$ cat src/rtl/uart_dbg_pkg.sv
// Shared definitions for the UART frame logger: FSM encoding and default frame width.
package uart_dbg_pkg;

  localparam int FRAME_W_DEF = 9;

  localparam logic [0:0] ST_RUN    = 1'b0;
  localparam logic [0:0] ST_FROZEN = 1'b1;

endpackage

$ cat src/rtl/uart_frame_fifo.sv
// Circular frame buffer with head/tail pointers and an occupancy count.
// A same-cycle read and write pops the head and writes the tail.
module uart_frame_fifo
  import uart_dbg_pkg::*;
#(
  parameter int FRAME_W = FRAME_W_DEF,
  parameter int DEPTH   = 8,
  localparam int AW     = $clog2(DEPTH),
  localparam int CW     = AW + 1
) (
  input  logic               clk,
  input  logic               rst,
  input  logic               clr,
  input  logic               wr_en,
  input  logic [FRAME_W-1:0] wr_data,
  input  logic               rd_en,
  output logic [FRAME_W-1:0] rd_data,
  output logic [CW-1:0]      count,
  output logic               empty,
  output logic               full
);

  localparam logic [AW-1:0] PTR_ONE  = AW'(1);
  localparam logic [CW-1:0] FULL_CNT = CW'(DEPTH);

  logic [FRAME_W-1:0] mem_q [DEPTH];
  logic [AW-1:0]      wr_ptr_q, wr_ptr_d;
  logic [AW-1:0]      rd_ptr_q, rd_ptr_d;
  logic [CW-1:0]      count_q, count_d;
  logic               do_wr, do_rd;

  always_comb begin
    do_rd    = rd_en && (count_q != '0);
    do_wr    = wr_en && ((count_q != FULL_CNT) || do_rd);
    wr_ptr_d = wr_ptr_q;
    rd_ptr_d = rd_ptr_q;
    count_d  = count_q;
    if (clr) begin
      wr_ptr_d = '0;
      rd_ptr_d = '0;
      count_d  = '0;
    end else begin
      if (do_wr) wr_ptr_d = wr_ptr_q + PTR_ONE;
      if (do_rd) rd_ptr_d = rd_ptr_q + PTR_ONE;
      count_d = count_q + CW'(do_wr) - CW'(do_rd);
    end
  end

  always_ff @(posedge clk or negedge rst) begin
    if (!rst) begin
      wr_ptr_q <= '0;
      rd_ptr_q <= '0;
      count_q  <= '0;
    end else begin
      wr_ptr_q <= wr_ptr_d;
      rd_ptr_q <= rd_ptr_d;
      count_q  <= count_d;
    end
  end

  // NOTE: the storage array has no reset; contents are only visible through
  // rd_data when count is non-zero, so resetting it would only cost area.
  always_ff @(posedge clk) begin
    if (do_wr && !clr) mem_q[wr_ptr_q] <= wr_data;
  end

  assign empty   = (count_q == '0);
  assign full    = (count_q == FULL_CNT);
  assign count   = count_q;
  assign rd_data = empty ? '0 : mem_q[rd_ptr_q];

endmodule

$ cat src/rtl/uart_frame_logger.sv
// Captures UART frames on the rising edge of frame_valid into a buffer,
// with a match trigger that freezes logging until cleared.
module uart_frame_logger
  import uart_dbg_pkg::*;
#(
  parameter int FRAME_W   = FRAME_W_DEF,
  parameter int DEPTH     = 8,
  parameter int OVERWRITE = 1
) (
  input  logic                     clk,
  input  logic                     rst,
  input  logic [FRAME_W-1:0]       frame,
  input  logic                     frame_valid,
  input  logic                     trig_en,
  input  logic [FRAME_W-1:0]       trig_value,
  input  logic                     clear,
  input  logic                     rd_en,
  output logic [FRAME_W-1:0]       debug_frame,
  output logic [FRAME_W-1:0]       rd_frame,
  output logic [$clog2(DEPTH):0]   count,
  output logic                     empty,
  output logic                     full,
  output logic                     overflow,
  output logic                     frozen
);

  logic               frame_valid_q, frame_valid_d;
  logic [0:0]         state_q, state_d;
  logic [FRAME_W-1:0] debug_frame_q, debug_frame_d;
  logic               overflow_q, overflow_d;
  logic               capture, cap_run, pop;
  logic               fifo_wr, fifo_rd;

  // NOTE: every combinational output gets a default first so no path infers a latch.
  always_comb begin
    frame_valid_d = frame_valid;
    capture       = frame_valid & ~frame_valid_q;
    cap_run       = capture && (state_q == ST_RUN) && !clear;
    pop           = rd_en && !empty && !clear;
    state_d       = state_q;
    debug_frame_d = debug_frame_q;
    overflow_d    = overflow_q;
    fifo_wr       = 1'b0;
    fifo_rd       = pop;
    if (clear) begin
      state_d    = ST_RUN;
      overflow_d = 1'b0;
    end else if (cap_run) begin
      if (full && !pop && (OVERWRITE == 0)) begin
        overflow_d = 1'b1;
      end else begin
        fifo_wr       = 1'b1;
        debug_frame_d = frame;
        // Overwrite on full: popping alongside the write drops the oldest frame.
        if (full && !pop) begin
          fifo_rd    = 1'b1;
          overflow_d = 1'b1;
        end
      end
      if (trig_en && (frame == trig_value)) state_d = ST_FROZEN;
    end
  end

  // NOTE: sequential state uses non-blocking assignments only.
  always_ff @(posedge clk or negedge rst) begin
    if (!rst) begin
      frame_valid_q <= 1'b0;
      state_q       <= ST_RUN;
      debug_frame_q <= '0;
      overflow_q    <= 1'b0;
    end else begin
      frame_valid_q <= frame_valid_d;
      state_q       <= state_d;
      debug_frame_q <= debug_frame_d;
      overflow_q    <= overflow_d;
    end
  end

  uart_frame_fifo #(
    .FRAME_W (FRAME_W),
    .DEPTH   (DEPTH)
  ) u_fifo (
    .clk     (clk),
    .rst     (rst),
    .clr     (clear),
    .wr_en   (fifo_wr),
    .wr_data (frame),
    .rd_en   (fifo_rd),
    .rd_data (rd_frame),
    .count   (count),
    .empty   (empty),
    .full    (full)
  );

  assign debug_frame = debug_frame_q;
  assign overflow    = overflow_q;
  assign frozen      = (state_q == ST_FROZEN);

endmodule

$ cat config.mk
export PLATFORM = sky130hd
export DESIGN_NAME = uart_frame_logger
export DESIGN_NICKNAME = d
export VERILOG_FILES = /design/src/rtl/uart_dbg_pkg.sv /design/src/rtl/uart_frame_fifo.sv /design/src/rtl/uart_frame_logger.sv
export SDC_FILE = /design/constraint.sdc
export NUM_CORES = 1
export LEC_CHECK = 0
export ABC_AREA = 1
export CORE_ASPECT_RATIO = 1.75
export CORE_MARGIN = 3
export CORE_UTILIZATION = 57
export DETAILED_ROUTE_END_ITERATION = 10
export DONT_BUFFER_PORTS = 1
export GPL_TIMING_DRIVEN = 0
export PLACE_DENSITY = 0.74
export SKIP_CTS_REPAIR_TIMING = 1
export SLEW_MARGIN = 30
export SYNTH_ARGS = -nofsm -noshare
export SYNTH_HDL_FRONTEND = slang
export SYNTH_SLANG_ARGS = --single-unit
$ cat constraint.sdc
create_clock -name clk -period 6.55 [get_ports clk]
set_input_delay 1.31 -clock clk [delete_from_list [all_inputs] [get_ports clk]]
set_output_delay 1.31 -clock clk [all_outputs]
set_load 0.02 [all_outputs]
Word level (Yosys, flattened, before mapping)
Memories as Yosys holds them, arrays and structs flattened. Cells that the tools add are included.

Memories kept: 1. Register bits after elaboration: 22. Logic and storage cells: 61. Bits in writable memories: 72.

Equal/unequal tests: 3. Reduce and logical (&&, ||, !) cells: 23. Bitwise logic cells: 4. Add/subtract/negate cells: 4. Mux-type cells: 19.

Memory list: u_fifo.mem_q (words 8, bits a word 9, read ports 1, clocked after memory_dff 0, wr ports 1, RTL line uart_frame_fifo.sv:26) `logic [FRAME_W-1:0] mem_q [DEPTH];`.

Operator list (number): 2-to-1 mux 1 bit (13); 2-to-1 mux 3 bit (4); nonzero test 2 bit (5); equality test 9 bit (1); logical AND 1 bit (9); 2-to-1 mux 9 bit (1); adder 3 x 1 -> 3 bit (second input constant) (2); AND reduction 2 bit (3); adder 4 x 1 -> 4 bit (1); equality test 4 bit (second input constant) (1); logical NOT 4 bit (1); 2-to-1 mux 4 bit (1); inequality test 4 bit (second input constant) (1); nonzero test 4 bit (1); subtractor 4 x 1 -> 4 bit (1); logical NOT 1 bit (3); NOT 1 bit (3); bitwise AND 1 bit (1); logical OR 1 bit (1).

Logic depth before layout (Yosys ltp)
Depth in word-level cells: 15. Depth in mapped cells: 14. Gate-level depth less buffers: 14.

By module
A second synthesis with hierarchy kept.

Cell total of the unflattened synthesis: 457. Area, all modules: 4440.5 um2.

By module, submodules not included: uart_frame_fifo (area each 3703.6 um2, instances 1, cells each 353, sequential area each 2412.3 um2); uart_frame_logger (area each 737.0 um2, instances 1, cells each 104, sequential area each 300.3 um2).

Worst setup path before layout
No wires, ideal clock.

Path kind: input to register. Start point: in frame_valid. End point: reg u_fifo.count_q[1] (netlist: u_fifo.count[1]). Data required time: 6.437 ns. Library setup time: 0.113 ns. Data arrival time: 2.840 ns. Stages on the path: 9. Path slack: 3.597 ns. Cell sequence: nor3b_4 nand2_2 a21oi_4 ha_1 inv_1 ha_1 fa_1 inv_1 nor2_1.

Cells in the longest elaborated chain, start to end: 11. Elaborated cells on any way between the ends: 13. Those cells by class: add/sub: 2; mux: 5; bitwise: 1; reduce/logical: 5.

RTL lines: start: declaration (RTL line uart_frame_logger.sv:13) `input logic frame_valid,`; bitwise AND 1 bit * (RTL line uart_frame_logger.sv:37) `capture = frame_valid & ~frame_valid_q;`; logical AND 1 bit * (2 in series) (RTL line uart_frame_logger.sv:38) `cap_run = capture && (state_q == ST_RUN) && !clear;`; 2-to-1 mux 1 bit (RTL line uart_frame_logger.sv:48) `end else if (cap_run) begin`; 2-to-1 mux 1 bit (RTL line uart_frame_logger.sv:45) `if (clear) begin`; logical AND 1 bit (RTL line uart_frame_fifo.sv:33) `do_rd = rd_en && (count_q != '0);`; logical OR 1 bit (RTL line uart_frame_fifo.sv:34) `do_wr = wr_en && ((count_q != FULL_CNT) || do_rd);`; logical AND 1 bit (RTL line uart_frame_fifo.sv:34); adder 4 x 1 -> 4 bit (RTL line uart_frame_fifo.sv:45) `count_d = count_q + CW'(do_wr) - CW'(do_rd);`; subtractor 4 x 1 -> 4 bit * (RTL line uart_frame_fifo.sv:45); 2-to-1 mux 4 bit * (RTL line uart_frame_fifo.sv:38) `if (clr) begin`; named net u_fifo.count_d[1] (RTL line uart_frame_fifo.sv:29) `logic [CW-1:0] count_q, count_d;`; end signal: assignment (RTL line uart_frame_fifo.sv:57) `count_q <= count_d;`; end: declaration (RTL line uart_frame_fifo.sv:29).

Mark *: on every way through the listed nets, which the timed path passes. The rest lies on a longest branch. A chain may end at the register's enable or synchronous reset.

Worst setup path after layout
Start point: reg u_fifo.count_q[2] (netlist: u_fifo.count[2]). End point: out rd_frame[4].

Cells in the longest elaborated chain, start to end: 2.

RTL lines: logical NOT 4 bit (RTL line uart_frame_fifo.sv:67) `assign empty = (count_q == '0);`; 2-to-1 mux 9 bit (RTL line uart_frame_fifo.sv:70) `assign rd_data = empty ? '0 : mem_q[rd_ptr_q];`; end: declaration (RTL line uart_frame_logger.sv:19) `output logic [FRAME_W-1:0] rd_frame,`.

Every way passes these cells.

==> results by group <==
Clock network
  – Root buf cell: clkbuf_16
  – Clock Tree Buf Depth: 2
  – Clock Latency Late Sink: about 0.33 ns
  – H-Tree Depth: 3
  – CTS Buf Count: 9
  – Clock sink count: 94
  – Clock slew at reported path FFs: around 0.06 ns
  – CTS tree: done

Synthesis
  – Mean post-synth cell area: roughly 11 µm²
  – Cells after Synth: 373
  – Cell area after synthesis: between 0.004 and 0.005 mm²
  – Syn Nets: 406
  – YS warnings: 0
  – FF+latch count, synth: 94
  – Synth cell types: 37
  – Seq/Total Area, Yosys: about two thirds

STA
  – Crit path time final: 3.471 ns
  – Worst hold margin: between 0.6 and 0.7 ns
  – Slew headroom: about two fifths
  – Worst setup margin: 3.079 ns
  – Slew @ Worst Pin: ~0.89 ns
  – Setup violations, final: 0
  – RSZ-0062 raised after global routing: false
  – Fmax: between 200 and 300 MHz
  – Setup TNS: 0 ns
  – Final Hold Viols: 0
  – Layout Skew: ~0.0053 ns
  – Slew Viols, Final: 0
  – Final worst-path cycle share: 52.99%

Pwr
  – Leak: 1.787 nW
  – Seq pwr share: a little over two fifths
  – Power Dens Cells: about 370 mW/mm²
  – Clock network fraction of total power: 28.3%
  – Internal: ~1.1 mW
  – Worst vdd ir: around 0.00023 V
  – Switching Power: slightly below 600 µW
  – Comb pwr share: slightly below 30%
  – Total power: between 1.5 and 2 mW
  – Sw Ratio: about 34%

Flow run
  – Max_cap viols: 0

Placed design
  – HPWL Detailed: a little over 6000 µm
  – Port bufs: 0
  – Dpl ws: 3.403 ns
  – Placer congestion estimate: between 0.8 and 0.9

Global routing
  – GRT overflow: 0
  – GRT Total Usage: between 20% and 30%
  – Vias in the first global route: 2,712
  – Initial antenna violation count: 0
  – First-pass GRT wire length: ~14,000 µm
  – Largest net degree at the start of global routing: 23

Worst setup path
  – Critical Path, Cell by Cell: inv_1 > ha_1 > nand2_2 > buf_1 > o21ai_0 > nor2_1
  – Crit Path Max Fanout: 10
  – Worst Setup Path Type: reg2out
  – CP Launch Type: register
  – Critical-path top delay cell: dfrtp_1
  – Crit path capture type: primary output
  – CP max stage delay: 0.47 ns
  – Worst path arrival time: approximately 2.2 ns
  – Critical Path RT: approximately 5.2 ns

Floorplanning
  – Die ar.: 0.008452 mm²
  – Core ar.: around 0.007 mm²
  – Row cnt: 40
  – Initial Util: roughly 60%
  – Die Width: 70.80 µm
  – # IOs: 50
  – Die H: about 120 µm

Final layout
  – Ant diodes: 0
  – Fillers: roughly 550
  – Most frequent cells in the layout: nor2_1 (84), edfxtp_1 (72), o21ai_0 (52)
  – Final core occ: 65.27%
  – Syn-to-layout area delta: 9.202%
  – Commonest non-fill, non-tap cell in the layout: nor2_1
  – Final nets: approximately 420
  – Layout cells sized above 1: 13.14%

Routing
  – WL final: 8585 µm
  – # DRC: 0
  – Vias: around 2,700
  – Initial DRC Count: approximately 220
  – Via density: 5.733
  – Metal3 WL: around 600 µm
  – TritonRoute pass-1 iters: 4
  – Wirelength per Cell: 18.19 µm
  – Met1 WL: between 3000 and 4000 µm
  – Detail Route Antenna Nets: 0
  – Routed wl met2: ~4700 µm
  – Max Used Layer: met4

Min path
  – HP Class: reg2reg

Outcome
  – Outcome: finished, final reports clean
-- worst max-delay path, delay by kind of cell (launching register included) --
kind	cells	cell delay [ns]
buffers and inverters	2	0.44
adder cells (fa/ha/maj)	1	0.22
AND/OR/NAND/NOR	2	0.55
flip-flops	1	0.47
AO/OA/AOI/OAI	1	0.15
-- state kept, by name, summed over array words and instances, names as in the netlist --
signal           flops
debug_frame          9
frame_valid_q        1
frozen               1
overflow             1
u_fifo.count         4
u_fifo.mem_q        72
u_fifo.rd_ptr_q      3
u_fifo.wr_ptr_q      3
-- cell families (layout without fill, tap and decap cells) --
logic type | count (synthesis) | in the layout | synth area share [%]
and+or+nand+nor | 145 | 145 | 14.94
AOI/OAI and AO/OA | 75 | 75 | 10.22
muxes | 4 | 4 | 1.434
adders and majority gates | 9 | 9 | 2.868
buffers and inverters | 39 | 54 | 4.302
xor gates and xnor gates | 7 | 7 | 1.464
DFF | 94 | 94 | 64.77
-- path summary, 6_finish.rpt --
check                              startpoint            endpoint  slack, ns  depth (start not counted)
setup / recovery              u_fifo.count[2]         rd_frame[4]       3.08                          6
hold / removal             u_fifo.wr_ptr_q[1]  u_fifo.wr_ptr_q[1]       0.61                          2
setup reg to reg              u_fifo.count[2]     u_fifo.count[2]       3.99                         12
hold reg to reg            u_fifo.wr_ptr_q[1]  u_fifo.wr_ptr_q[1]       0.61                          2
max in group asynchronous                 rst  u_fifo.wr_ptr_q[2]       5.81                          0
min in group asynchronous                 rst      debug_frame[1]       0.67                          0
-- layout make-up --
class	count	area, µm²	share of cell area [%]
Buffer	15	87.58	1.915
Tap cell	84	105.1	2.298
Multi-Input combinational cell	240	1295	28.32
Inverter	24	92.59	2.025
Clock buffer	14	275.3	6.019
Clock inverter	1	5.005	0.1094
Sequential cell	94	2713	59.32
-- power by group through the flow --
stage / clock [mW] / sequential (mW) / combinational [mW]
3_3_place_gp: 0 / 0.733 / 0.484
2_1_floorplan: 0 / 0.727 / 0.388
3_5_place_dp: 0 / 0.734 / 0.498
4_1_cts: 0.485 / 0.723 / 0.500
6_report: 0.481 / 0.722 / 0.493
5_1_grt: 0.518 / 0.727 / 0.563
-- metal layers --
layer	vias to the layer above	track usage, %
met1	1306	25.20
li1	1285	-
met2	99	38.84
met3	16	5.068
met5	-	0
met4	0	7.882
-- metrics by stage --
step	area, µm²	std cells
CTS	4573	472
finish	4573	472
detailed placement	4293	457
global placement	4293	457
global route	4573	472
floorplan	4188	373
-- cells in the mapped netlist (all sizes together) --
cell | instances | area share, %
nor2 | 89 | 8.3
a21oi | 2 | 0.51
nor3b | 1 | 0.45
nand4 | 1 | 0.15
nand2 | 41 | 4.2
clkbuf | 4 | 0.39
mux2 | 4 | 1.4
a21o | 1 | 0.18
xor2 | 3 | 0.63
nand3 | 9 | 1.2
inv | 24 | 2.2
edfxtp | 72 | 52
xnor2 | 4 | 0.84
o21ai | 69 | 8.7
o211ai | 2 | 0.69
buf | 11 | 1.7
fa | 1 | 0.48
a31oi | 1 | 0.15
ha | 8 | 2.4
dfrtp | 22 | 13
nor3 | 2 | 0.36
or2 | 2 | 0.30
Power figures use the tool's default switching activity.
